[src/rtl/mdr_sequencer_if.sv]
`default_nettype none
// +--------------------------------------------------------------------+
// | Module   : mdr_sequencer_if                                        |
// | Brief    : Request/operand/core bundle between host and sequencer. |
// | Revision : 1.0                                                     |
// +--------------------------------------------------------------------+
interface mdr_sequencer_if #(
  parameter int WORD_LENGTH = 16
) ();
  logic                   i_start;
  logic [1:0]             i_opcode;
  logic                   i_load_data;
  logic [WORD_LENGTH-1:0] i_data;
  logic                   i_core_ready;
  logic                   o_core_start;
  logic [1:0]             o_core_opcode;
  logic [WORD_LENGTH-1:0] o_op_x;
  logic [WORD_LENGTH-1:0] o_op_y;
  logic                   o_busy;
  logic                   o_done;
  logic                   o_error;
  logic [1:0]             o_err_code;

  modport master (
    output i_start, i_opcode, i_load_data, i_data, i_core_ready,
    input  o_core_start, o_core_opcode, o_op_x, o_op_y,
           o_busy, o_done, o_error, o_err_code
  );

  modport slave (
    input  i_start, i_opcode, i_load_data, i_data, i_core_ready,
    output o_core_start, o_core_opcode, o_op_x, o_op_y,
           o_busy, o_done, o_error, o_err_code
  );
endinterface
`default_nettype wire

[src/rtl/mdr_sequencer.sv]
`default_nettype none
// +--------------------------------------------------------------------+
// | Module   : mdr_sequencer                                           |
// | Brief    : Operand-collecting launcher for a mul/div/sqrt core.    |
// |            Optional WAIT watchdog: define MDR_SEQ_WATCHDOG_EN.     |
// | Revision : 1.0                                                     |
// +--------------------------------------------------------------------+
module mdr_sequencer #(
  parameter int WORD_LENGTH    = 16,
  parameter int TIMEOUT_CYCLES = 64
) (
  input  wire logic      clk,
  input  wire logic      reset,
  mdr_sequencer_if.slave bus
);
  typedef enum logic [2:0] {
    S_IDLE   = 3'd0,
    S_LOAD_X = 3'd1,
    S_LOAD_Y = 3'd2,
    S_LAUNCH = 3'd3,
    S_WAIT   = 3'd4,
    S_DONE   = 3'd5,
    S_ERR    = 3'd6
  } state_t;

  localparam logic [1:0] c_OP_MUL      = 2'b00;
  localparam logic [1:0] c_OP_DIV      = 2'b01;
  localparam logic [1:0] c_OP_SQRT     = 2'b10;
  localparam logic [1:0] c_OP_ILL      = 2'b11;
  localparam logic [1:0] c_ERR_NONE    = 2'b00;
  localparam logic [1:0] c_ERR_OPCODE  = 2'b01;
  localparam logic [1:0] c_ERR_RANGE   = 2'b10;
  localparam logic [1:0] c_ERR_TIMEOUT = 2'b11;
  localparam logic [WORD_LENGTH-1:0] c_MUL_LIMIT = {1'b1, {(WORD_LENGTH-1){1'b0}}};

  generate
    if (TIMEOUT_CYCLES < 1 || WORD_LENGTH < 2) begin : g_bad_param
      $error("mdr_sequencer: TIMEOUT_CYCLES must be >= 1 and WORD_LENGTH >= 2");
    end
  endgenerate

  state_t                 r_state;
  state_t                 w_next;
  logic [1:0]             r_opcode;
  logic [WORD_LENGTH-1:0] r_op_x;
  logic [WORD_LENGTH-1:0] r_op_y;
  logic [1:0]             r_err_code;
  logic                   w_lat_op;
  logic                   w_lat_x;
  logic                   w_lat_y;
  logic                   w_clr_y;
  logic                   w_set_err;
  logic                   w_clr_err;
  logic [1:0]             w_err_val;
  logic                   w_timeout;

`ifdef MDR_SEQ_WATCHDOG_EN
  localparam int c_CNT_W = $clog2(TIMEOUT_CYCLES + 1);
  localparam logic [c_CNT_W-1:0] c_WD_LAST = c_CNT_W'(TIMEOUT_CYCLES - 1);
  logic [c_CNT_W-1:0] r_wd_cnt;

  // Held at zero outside WAIT, so the first WAIT cycle always sees a count of 0.
  always_ff @(posedge clk) begin
    if (reset || r_state != S_WAIT) begin
      r_wd_cnt <= '0;
    end else begin
      r_wd_cnt <= r_wd_cnt + 1'b1;
    end
  end

  assign w_timeout = (r_state == S_WAIT) && (r_wd_cnt == c_WD_LAST);
`else
  assign w_timeout = 1'b0;
`endif

  always_ff @(posedge clk) begin
    if (reset) begin
      r_state <= S_IDLE;
    end else begin
      r_state <= w_next;
    end
  end

  always_comb begin
    w_next    = r_state;
    w_lat_op  = 1'b0;
    w_lat_x   = 1'b0;
    w_lat_y   = 1'b0;
    w_clr_y   = 1'b0;
    w_set_err = 1'b0;
    w_clr_err = 1'b0;
    w_err_val = c_ERR_NONE;
    case (r_state)
      S_IDLE: begin
        if (bus.i_start) begin
          if (bus.i_opcode == c_OP_ILL) begin
            w_next    = S_ERR;
            w_set_err = 1'b1;
            w_err_val = c_ERR_OPCODE;
          end else begin
            w_next   = S_LOAD_X;
            w_lat_op = 1'b1;
          end
        end
      end
      S_LOAD_X: begin
        if (bus.i_load_data) begin
          w_lat_x = 1'b1;
          if ((r_opcode == c_OP_MUL  && bus.i_data > c_MUL_LIMIT) ||
              (r_opcode == c_OP_SQRT && bus.i_data[WORD_LENGTH-1])) begin
            w_next    = S_ERR;
            w_set_err = 1'b1;
            w_err_val = c_ERR_RANGE;
          end else if (r_opcode == c_OP_SQRT) begin
            w_next  = S_LAUNCH;
            w_clr_y = 1'b1;
          end else begin
            w_next = S_LOAD_Y;
          end
        end
      end
      S_LOAD_Y: begin
        if (bus.i_load_data) begin
          w_lat_y = 1'b1;
          if ((r_opcode == c_OP_MUL && bus.i_data > c_MUL_LIMIT) ||
              (r_opcode == c_OP_DIV && bus.i_data == '0)) begin
            w_next    = S_ERR;
            w_set_err = 1'b1;
            w_err_val = c_ERR_RANGE;
          end else begin
            w_next = S_LAUNCH;
          end
        end
      end
      S_LAUNCH: w_next = S_WAIT;
      S_WAIT: begin
        // A ready arriving on the timeout cycle still completes normally.
        if (bus.i_core_ready) begin
          w_next = S_DONE;
        end else if (w_timeout) begin
          w_next    = S_ERR;
          w_set_err = 1'b1;
          w_err_val = c_ERR_TIMEOUT;
        end
      end
      S_DONE: w_next = S_IDLE;
      S_ERR: begin
        if (bus.i_start) begin
          w_next    = S_IDLE;
          w_clr_err = 1'b1;
        end
      end
      default: w_next = S_IDLE;
    endcase
  end

  always_ff @(posedge clk) begin
    if (reset) begin
      r_opcode   <= 2'b00;
      r_op_x     <= '0;
      r_op_y     <= '0;
      r_err_code <= c_ERR_NONE;
    end else begin
      if (w_lat_op) r_opcode <= bus.i_opcode;
      if (w_lat_x)  r_op_x   <= bus.i_data;
      if (w_lat_y)  r_op_y   <= bus.i_data;
      else if (w_clr_y) r_op_y <= '0;
      if (w_set_err)      r_err_code <= w_err_val;
      else if (w_clr_err) r_err_code <= c_ERR_NONE;
    end
  end

  // Pulses are masked by reset so an abort in LAUNCH or DONE never escapes.
  assign bus.o_core_start  = (r_state == S_LAUNCH) && !reset;
  assign bus.o_done        = (r_state == S_DONE) && !reset;
  assign bus.o_busy        = (r_state == S_LOAD_X) || (r_state == S_LOAD_Y) ||
                             (r_state == S_LAUNCH) || (r_state == S_WAIT);
  assign bus.o_error       = (r_state == S_ERR);
  assign bus.o_err_code    = r_err_code;
  assign bus.o_core_opcode = r_opcode;
  assign bus.o_op_x        = r_op_x;
  assign bus.o_op_y        = r_op_y;
endmodule
`default_nettype wire

[src/flat_wrapper.sv]
// flat-port wrapper written by rule: the top's interface ports become plain ports
module mdr_sequencer_flat 
#(
  parameter int WORD_LENGTH    = 16,
  parameter int TIMEOUT_CYCLES = 64
)
  (clk, reset, bus_i_start, bus_i_opcode, bus_i_load_data, bus_i_data, bus_i_core_ready, bus_o_core_start, bus_o_core_opcode, bus_o_op_x, bus_o_op_y, bus_o_busy, bus_o_done, bus_o_error, bus_o_err_code);
  mdr_sequencer_if #(.WORD_LENGTH(WORD_LENGTH)) bus_i ();
  input  wire logic clk;
  input  wire logic reset;
  input wire logic [$bits(bus_i.i_start)-1:0] bus_i_start;
  input wire logic [$bits(bus_i.i_opcode)-1:0] bus_i_opcode;
  input wire logic [$bits(bus_i.i_load_data)-1:0] bus_i_load_data;
  input wire logic [$bits(bus_i.i_data)-1:0] bus_i_data;
  input wire logic [$bits(bus_i.i_core_ready)-1:0] bus_i_core_ready;
  output wire logic [$bits(bus_i.o_core_start)-1:0] bus_o_core_start;
  output wire logic [$bits(bus_i.o_core_opcode)-1:0] bus_o_core_opcode;
  output wire logic [$bits(bus_i.o_op_x)-1:0] bus_o_op_x;
  output wire logic [$bits(bus_i.o_op_y)-1:0] bus_o_op_y;
  output wire logic [$bits(bus_i.o_busy)-1:0] bus_o_busy;
  output wire logic [$bits(bus_i.o_done)-1:0] bus_o_done;
  output wire logic [$bits(bus_i.o_error)-1:0] bus_o_error;
  output wire logic [$bits(bus_i.o_err_code)-1:0] bus_o_err_code;
  assign bus_i.i_start = bus_i_start;
  assign bus_i.i_opcode = bus_i_opcode;
  assign bus_i.i_load_data = bus_i_load_data;
  assign bus_i.i_data = bus_i_data;
  assign bus_i.i_core_ready = bus_i_core_ready;
  assign bus_o_core_start = bus_i.o_core_start;
  assign bus_o_core_opcode = bus_i.o_core_opcode;
  assign bus_o_op_x = bus_i.o_op_x;
  assign bus_o_op_y = bus_i.o_op_y;
  assign bus_o_busy = bus_i.o_busy;
  assign bus_o_done = bus_i.o_done;
  assign bus_o_error = bus_i.o_error;
  assign bus_o_err_code = bus_i.o_err_code;
  mdr_sequencer #(.WORD_LENGTH(WORD_LENGTH), .TIMEOUT_CYCLES(TIMEOUT_CYCLES)) u_core (.clk(clk), .reset(reset), .bus(bus_i));
endmodule
[config.mk]
export PLATFORM = sky130hd
export DESIGN_NAME = mdr_sequencer_flat
export DESIGN_NICKNAME = d
export VERILOG_FILES = /design/src/rtl/mdr_sequencer_if.sv /design/src/rtl/mdr_sequencer.sv /design/src/flat_wrapper.sv
export SDC_FILE = /design/constraint.sdc
export NUM_CORES = 1
export LEC_CHECK = 0
export CAP_MARGIN = 20
export CORE_MARGIN = 5
export CORE_UTILIZATION = 25
export DETAILED_ROUTE_END_ITERATION = 12
export SETUP_SLACK_MARGIN = 0.3
export SLEW_MARGIN = 40
export SYNTH_ARGS = -nofsm -noshare
export SYNTH_HDL_FRONTEND = slang
export SYNTH_SLANG_ARGS = --single-unit
[constraint.sdc]
create_clock -name clk -period 2 [get_ports clk]
set_clock_uncertainty 0.15 [all_clocks]
set_input_delay 0.3 -clock clk [delete_from_list [all_inputs] [get_ports clk]]
set_output_delay 0.3 -clock clk [all_outputs]
set_load 0.05 [all_outputs]
==> results of run 1 <==
cells by family (layout without fill, tap and decap cells):
kind of cell,Yosys count,after routing,share of synthesized area
AOI/OAI and AO/OA,65,65,0.2303
xor gates and xnor gates,1,1,0.004769
buffers and inverters,21,105,0.05721
DFF,39,39,0.4251
muxes,2,2,0.01362
and+or+nand+nor,88,88,0.2691
registers in the layout (all words and copies together) (netlist names):
signal                    cells
u_core.bus.o_core_opcode      2
u_core.bus.o_err_code         2
u_core.bus.o_op_y            16
u_core.bus.o_op_x            16
u_core.r_state                3
worst paths after layout:
check / startpoint / end / slack (ps)
min reg2reg: u_core.bus.o_op_x[4] / u_core.bus.o_op_x[4] / 300
max reg2reg: u_core.r_state[2] / u_core.bus.o_err_code[0] / 260
min: bus_i_data[1] / u_core.bus.o_op_x[1] / 220
max: u_core.r_state[2] / bus_o_done / 210
area by class of cell:
cell class,count,share of cell area
Inverter,5,0.01097
Clock inverter,3,0.008435
Clock buffer,5,0.02320
Sequential cell,39,0.2674
Timing Repair Buffer,92,0.2889
Multi-Input combinational cell,156,0.3593
Tap cell,99,0.04175
synth_stat cells, drive strengths merged (2+ instances only):
cell    count  area share
nor4        5       0.032
a211oi      2       0.011
nor3b       2       0.011
a21oi      25       0.074
nand2b      6       0.020
nand2      36       0.074
nor3        7       0.027
inv         4      0.0082
o21ai      11       0.030
a31oi       3       0.010
and4bb      2       0.014
dfxtp      39        0.43
clkbuf      5       0.010
a22oi      17       0.069
o311a       2       0.011
nor2       22       0.052
buf        11       0.037
report_power, final:
| group | internal (W) | switching (W) |
|---|---|---|
| Combinational | 0.000418 | 0.000618 |
| Sequential | 0.000849 | 0.0000696 |
| Clock | 0.000249 | 0.000291 |
layout by cell type (no fill, tap or decap), types with 6 or more instances in the layout:
cell type / count
a22oi_1: 17
nand2b_1: 6
buf_4: 37
dlygate4sd2_1: 31
buf_12: 6
clkdlybuf4s50_1: 12
o21ai_0: 9
a21oi_1: 24
nand2_1: 36
dfxtp_1: 35
nor2_1: 18
timing repair:
item                                    4_1_cts  5_1_grt
endpoints found under the setup margin       33       11
buffers inserted                              3        2
resized for setup                            48       15
gates cloned                                  0        0
pin swaps                                     5        7
critical path, delay by kind of cell (launching register included):
kind,cells,cell delay [ps]
flip-flops,1,390
AND/OR/NAND/NOR,1,320
buffers and inverters,2,330
per-stage QoR:
stage | instance area [µm²] | TNS [ps] | std cells | worst slack [ps] | power, W
after floorplan | 1881 | 0 | 216 | 219.7 | 0.001537
after global placement | 2761 | -205.9 | 386 | -84.14 | 0.001889
after detailed placement | 2761 | -228.2 | 386 | -109.3 | 0.001893
after CTS | 2893 | 0 | 397 | 192.1 | 0.002461
after global routing | 2967 | 0 | 399 | 163.4 | 0.002639
final | 2967 | 0 | 399 | 213.7 | 0.002496
metal layers:
metal	track usage	up-vias	share of wire
li1	-	940	-
met1	0.1771	869	0.44
met2	0.1928	65	0.46
met3	0.03909	6	0.083
met4	0.04265	0	0.016
met5	0	-	0
==> tab_implementation.tex, run 1 <==
\begin{tabular}{lr}
\hline
Metric & Value \\
\hline
\multicolumn{2}{l}{\textbf{GRT}} \\
\quad All-Layer GR Usage & 0.1292 \\
\quad Number of global-route vias before repair & 1783 \\
\quad Number of antenna violations at the first check in global routing & 0 \\
\quad Grt ovf & 0 \\
\quad Largest net degree at the start of global routing & 35 \\
\quad First-pass GRT wire length & 9225 µm \\
\multicolumn{2}{l}{\textbf{Critical path}} \\
\quad Crit path required time & 1550 ps \\
\quad Class of the most critical setup path & reg -> out \\
\quad Max stage delay on crit path & 390 ps \\
\quad Critical Path, Cell by Cell & clkinvlp\_4 -> nor4\_4 -> buf\_12 \\
\quad Maximum net fanout on the critical path & 6 \\
\quad Crit end category & output pin \\
\quad CP max stage cell & dfxtp\_4 \\
\quad Crit start category & register \\
\quad Signal arrival time at the worst endpoint & 1340 ps \\
\quad Worst R2R Path Depth & 6 \\
\multicolumn{2}{l}{\textbf{Logic synthesis}} \\
\quad Number of enable-type register cells in the synthesized netlist & 0 \\
\quad Register bit total from synthesis & 39 \\
\quad Post-synthesis sequential area ratio & 0.4251 \\
\quad Number of warnings reported in the yosys synthesis log & 0 \\
\quad Share of flip-flops with an asynchronous set or reset & 0 \\
\quad Avg Inst Size Synth & 8.504 µm² \\
\quad Prevailing post-synth register cell & dfxtp\_1 \\
\quad Syn\_nets & 239 \\
\quad Library cells used by synthesis & 44 \\
\quad Netlist area before placement & 1837 µm² \\
\quad Synthesized instance count & 216 \\
\multicolumn{2}{l}{\textbf{Clock tree}} \\
\quad Post-CTS Hold Fix Bufs & 0 \\
\quad \# clock sinks & 39 \\
\quad CTS clk-pin slew, worst paths & 80 ps \\
\quad CTS tree & yes \\
\quad Total CTS buffers & 5 \\
\quad H-tree depth & 2 \\
\quad CTS root buffer & clkbuf\_8 \\
\quad Clock Latency Late Sink & 290 ps \\
\quad Buffer levels on the longest clock path & 2 \\
\multicolumn{2}{l}{\textbf{Route}} \\
\quad DRC violation total after the first TritonRoute iteration & 128 \\
\quad Vias & 1880 \\
\quad Ratio of routed vias to standard cells & 4.712 \\
\quad Total routed wirelength & 5844 µm \\
\quad Number of search-and-repair iterations in the first detailed-routing pass & 4 \\
\quad Count of unresolved DRC violations after routing & 0 \\
\quad DR WL/cell & 14.65 µm \\
\quad Antenna Violating Nets Remaining & 0 \\
\multicolumn{2}{l}{\textbf{STA}} \\
\quad Portion of the clock cycle consumed by the worst path in the final layout & 0.8931 \\
\quad Peak clock frequency supported by timing & 559.8 MHz \\
\quad Number of endpoints with negative hold slack in the final report & 0 \\
\quad Minimum hold slack & 224.4 ps \\
\quad Setup repair after global routing missed its margin & yes \\
\quad Time the worst path needs with I/O delays and setup & 1786 ps \\
\quad Measured slew at the worst slew-check pin & 521.5 ps \\
\quad Worst slew margin relative to its limit & 0.6537 \\
\quad Number of slew-limit violations in the final report & 0 \\
\quad Total of endpoints with negative setup slack in the final report & 0 \\
\multicolumn{2}{l}{\textbf{Power and ir drop}} \\
\quad Largest voltage drop on the vdd net & 0.0003309 V \\
\quad Ratio of total power to cell area & 841.2 nW/µm² \\
\quad Total leakage power & 1.231 nW \\
\multicolumn{2}{l}{\textbf{Placement}} \\
\quad HPWL reported at the end of detailed placement & 4217 µm \\
\quad Placer congestion estimate & 0.9008 \\
\quad IO buf count & 62 \\
\multicolumn{2}{l}{\textbf{Final layout}} \\
\quad Area used by sequential logic in the layout & 793.3 µm² \\
\quad Final \#Nets & 322 \\
\quad Area taken by multi-input logic gates & 1066 µm² \\
\quad Area growth, synth to finish & 61.51\% \\
\quad Layout fillers & 741 \\
\quad Number of antenna diodes & 0 \\
\quad Utilization after layout & 0.4112 \\
\quad Fraction of final layout cells sized beyond drive strength 1 & 0.2767 \\
\multicolumn{2}{l}{\textbf{Worst hold path}} \\
\quad WHS Path Cells & 3 \\
\quad Hold Path Class & in -> reg \\
\multicolumn{2}{l}{\textbf{Run status}} \\
\quad Run status & finished, final reports clean \\
\multicolumn{2}{l}{\textbf{Floorplanning}} \\
\quad Vertical die dimension & 95.72 µm \\
\quad Overall die area & 9161 µm² \\
\quad Width of the chip & 95.72 µm \\
\quad Std-Cell Rows & 31 \\
\quad Ports placed on the boundary & 63 \\
\quad Initial standard-cell utilization of the core & 0.2546 \\
\quad CORE AREA & 7214 µm² \\
\multicolumn{2}{l}{\textbf{Run}} \\
\quad Maximum capacitance violations & 0 \\
\hline
\end{tabular}
No activity file was read; power rests on OpenSTA's default activity.
==> run 2, diff against run 1 <==
Settings changed: CORE_MARGIN 5 to 1, CORE_UTILIZATION 25 to 45, PLACE_DENSITY from default to 0.79.
==> run 2 against run 1 <==
Sequential power is essentially flat. Power grew 11%. Routed wire length shrank 2.4%. Combinational power is essentially flat. Fmax grew 4.5%. Critical path depth is the same. Worst setup slack gained 77 ps. Cell area grew 2.1%. Critical endpoint unchanged.
==> tab_implementation.tex, run 2 (synthesis gave the netlist of run 1 again) <==
\begin{tabular}{lr}
\hline
Metric & Value \\
\hline
\multicolumn{2}{l}{\textbf{Clock tree}} \\
\quad Buffer levels on the longest clock path & 2 \\
\quad CTS clk-pin slew, worst paths & 80 ps \\
\quad Clock Latency Late Sink & 280 ps \\
\quad CTS tree & yes \\
\quad Total CTS buffers & 5 \\
\quad H-tree depth & 2 \\
\quad \# clock sinks & 39 \\
\quad CTS root buffer & clkbuf\_8 \\
\multicolumn{2}{l}{\textbf{Critical path}} \\
\quad Top Family by Delay on Critical Path & flip-flops \\
\quad Crit start category & register \\
\quad Max stage delay on crit path & 410 ps \\
\quad Crit end category & output pin \\
\quad Maximum net fanout on the critical path & 6 \\
\quad Signal arrival time at the worst endpoint & 1260 ps \\
\quad Critical path buffers and inverters & 2 \\
\quad Class of the most critical setup path & reg -> out \\
\quad Critical Path, Cell by Cell & inv\_6 -> nor4\_4 -> buf\_12 \\
\quad CP max stage cell & dfxtp\_4 \\
\quad Crit path required time & 1550 ps \\
\multicolumn{2}{l}{\textbf{GRT}} \\
\quad All-Layer GR Usage & 0.2711 \\
\quad Largest net degree at the start of global routing & 17 \\
\quad First-pass GRT wire length & 8838 µm \\
\quad Number of antenna violations at the first check in global routing & 0 \\
\quad Number of global-route vias before repair & 1766 \\
\quad Grt ovf & 0 \\
\multicolumn{2}{l}{\textbf{Route}} \\
\quad Count of unresolved DRC violations after routing & 0 \\
\quad Number of search-and-repair iterations in the first detailed-routing pass & 4 \\
\quad Ratio of routed vias to standard cells & 5.399 \\
\quad Total routed wirelength & 5706 µm \\
\quad Antenna Violating Nets Remaining & 0 \\
\quad DR WL/cell & 15.81 µm \\
\quad Vias & 1949 \\
\quad DRC violation total after the first TritonRoute iteration & 157 \\
\multicolumn{2}{l}{\textbf{Final layout}} \\
\quad Fraction of final layout cells sized beyond drive strength 1 & 0.2843 \\
\quad Number of antenna diodes & 0 \\
\quad Final \#Nets & 335 \\
\quad Area growth, synth to finish & 64.85\% \\
\quad Most common cell after layout, fill and taps aside & buf\_4 \\
\quad Layout fillers & 255 \\
\quad Area taken by multi-input logic gates & 1041 µm² \\
\quad Commonest non-fill, non-tap cells in the layout & buf\_4 (44), dlygate4sd2\_1 (39), nand2\_1 (36) \\
\quad Area used by sequential logic in the layout & 793.3 µm² \\
\multicolumn{2}{l}{\textbf{Placement}} \\
\quad Placer congestion estimate & 0.8730 \\
\quad HPWL reported at the end of detailed placement & 3863 µm \\
\quad IO buf count & 62 \\
\multicolumn{2}{l}{\textbf{STA}} \\
\quad Number of endpoints with negative hold slack in the final report & 0 \\
\quad Worst slew margin relative to its limit & 0.6436 \\
\quad Time the worst path needs with I/O delays and setup & 1709 ps \\
\quad Setup repair after global routing missed its margin & yes \\
\quad Number of slew-limit violations in the final report & 0 \\
\quad Total of endpoints with negative setup slack in the final report & 0 \\
\quad Peak clock frequency supported by timing & 585.2 MHz \\
\quad Setup total negative slack & 0 ps \\
\quad Measured slew at the worst slew-check pin & 536.7 ps \\
\quad Portion of the clock cycle consumed by the worst path in the final layout & 0.8544 \\
\quad Minimum hold slack & 280.3 ps \\
\multicolumn{2}{l}{\textbf{Floorplanning}} \\
\quad Initial standard-cell utilization of the core & 0.4835 \\
\quad Width of the chip & 65.89 µm \\
\quad CORE AREA & 3799 µm² \\
\quad Std-Cell Rows & 22 \\
\quad Vertical die dimension & 65.89 µm \\
\quad Ports placed on the boundary & 63 \\
\quad Overall die area & 4341 µm² \\
\multicolumn{2}{l}{\textbf{Run}} \\
\quad Maximum capacitance violations & 0 \\
\multicolumn{2}{l}{\textbf{Power and ir drop}} \\
\quad Largest voltage drop on the vdd net & 0.0005594 V \\
\quad Total power consumption of the routed design & 0.002760 W \\
\quad Total leakage power & 1.350 nW \\
\quad Ratio of total power to cell area & 911.6 nW/µm² \\
\multicolumn{2}{l}{\textbf{Worst hold path}} \\
\quad Hold Path Class & in -> reg \\
\multicolumn{2}{l}{\textbf{Run status}} \\
\quad Run status & finished, final reports clean \\
\hline
\end{tabular}
## run 2: worst reg2reg max path: stages, from the launching register on
cell	delay (ps)
dfxtp_4	380
buf_4	170
or4b_4	560
nor3_2	130
a31oi_1	70
a21oi_1	130
## run 2: final timing paths
check,from,endpoint,slack (ps),depth (start not counted)
setup / recovery,u_core.r_state[0],bus_o_done,290,3
hold / removal,bus_i_data[12],u_core.bus.o_op_x[12],280,4
setup reg to reg,u_core.r_state[2],u_core.bus.o_err_code[0],350,5
hold reg to reg,u_core.bus.o_op_x[8],u_core.bus.o_op_x[8],300,2
## run 2: through the flow
step / setup slack (ps) / util / std cells / cell area, µm²
after global placement: -13.59 / 0.7273 / 343 / 2763
after global routing: 234.4 / 0.7971 / 361 / 3028
after floorplan: 219.7 / - / 216 / 1881
after CTS: 262.0 / 0.7704 / 355 / 2927
final: 291.2 / 0.7971 / 361 / 3028
after detailed placement: -58.50 / 0.7273 / 343 / 2763
## run 2: metal layers
metal,vias up,GRT usage,part of all wire
met5,-,0,0
met4,0,0.07609,0.0077
met3,6,0.03621,0.059
met2,69,0.4298,0.49
met1,905,0.3803,0.44
li1,969,-,-
## run 2: where the power goes
group | leakage (nW) | switching, W | total, W | internal, W
clock | 0.0654 | 0.000269 | 0.000768 | 0.000499
combinational | 0.966 | 0.000628 | 0.00107 | 0.000446
sequential | 0.319 | 0.0000681 | 0.000917 | 0.000849
## run 2: repair_timing
item / in CTS / in global routing
gates resized for setup: 58 / 13
hold buffers: 0 / 0
endpoints found under the setup margin: 38 / 25
buffers inserted: 4 / 6
gates cloned: 0 / 0
pin swaps: 6 / 7
## run 2: final cells by class
type                            count  share of cell area
Clock inverter                      2             0.01983
Inverter                            5             0.01116
Sequential cell                    39              0.2620
Clock buffer                        6             0.02397
Tap cell                           48             0.01983
Multi-Input combinational cell    156              0.3438
Timing Repair Buffer              105              0.3194
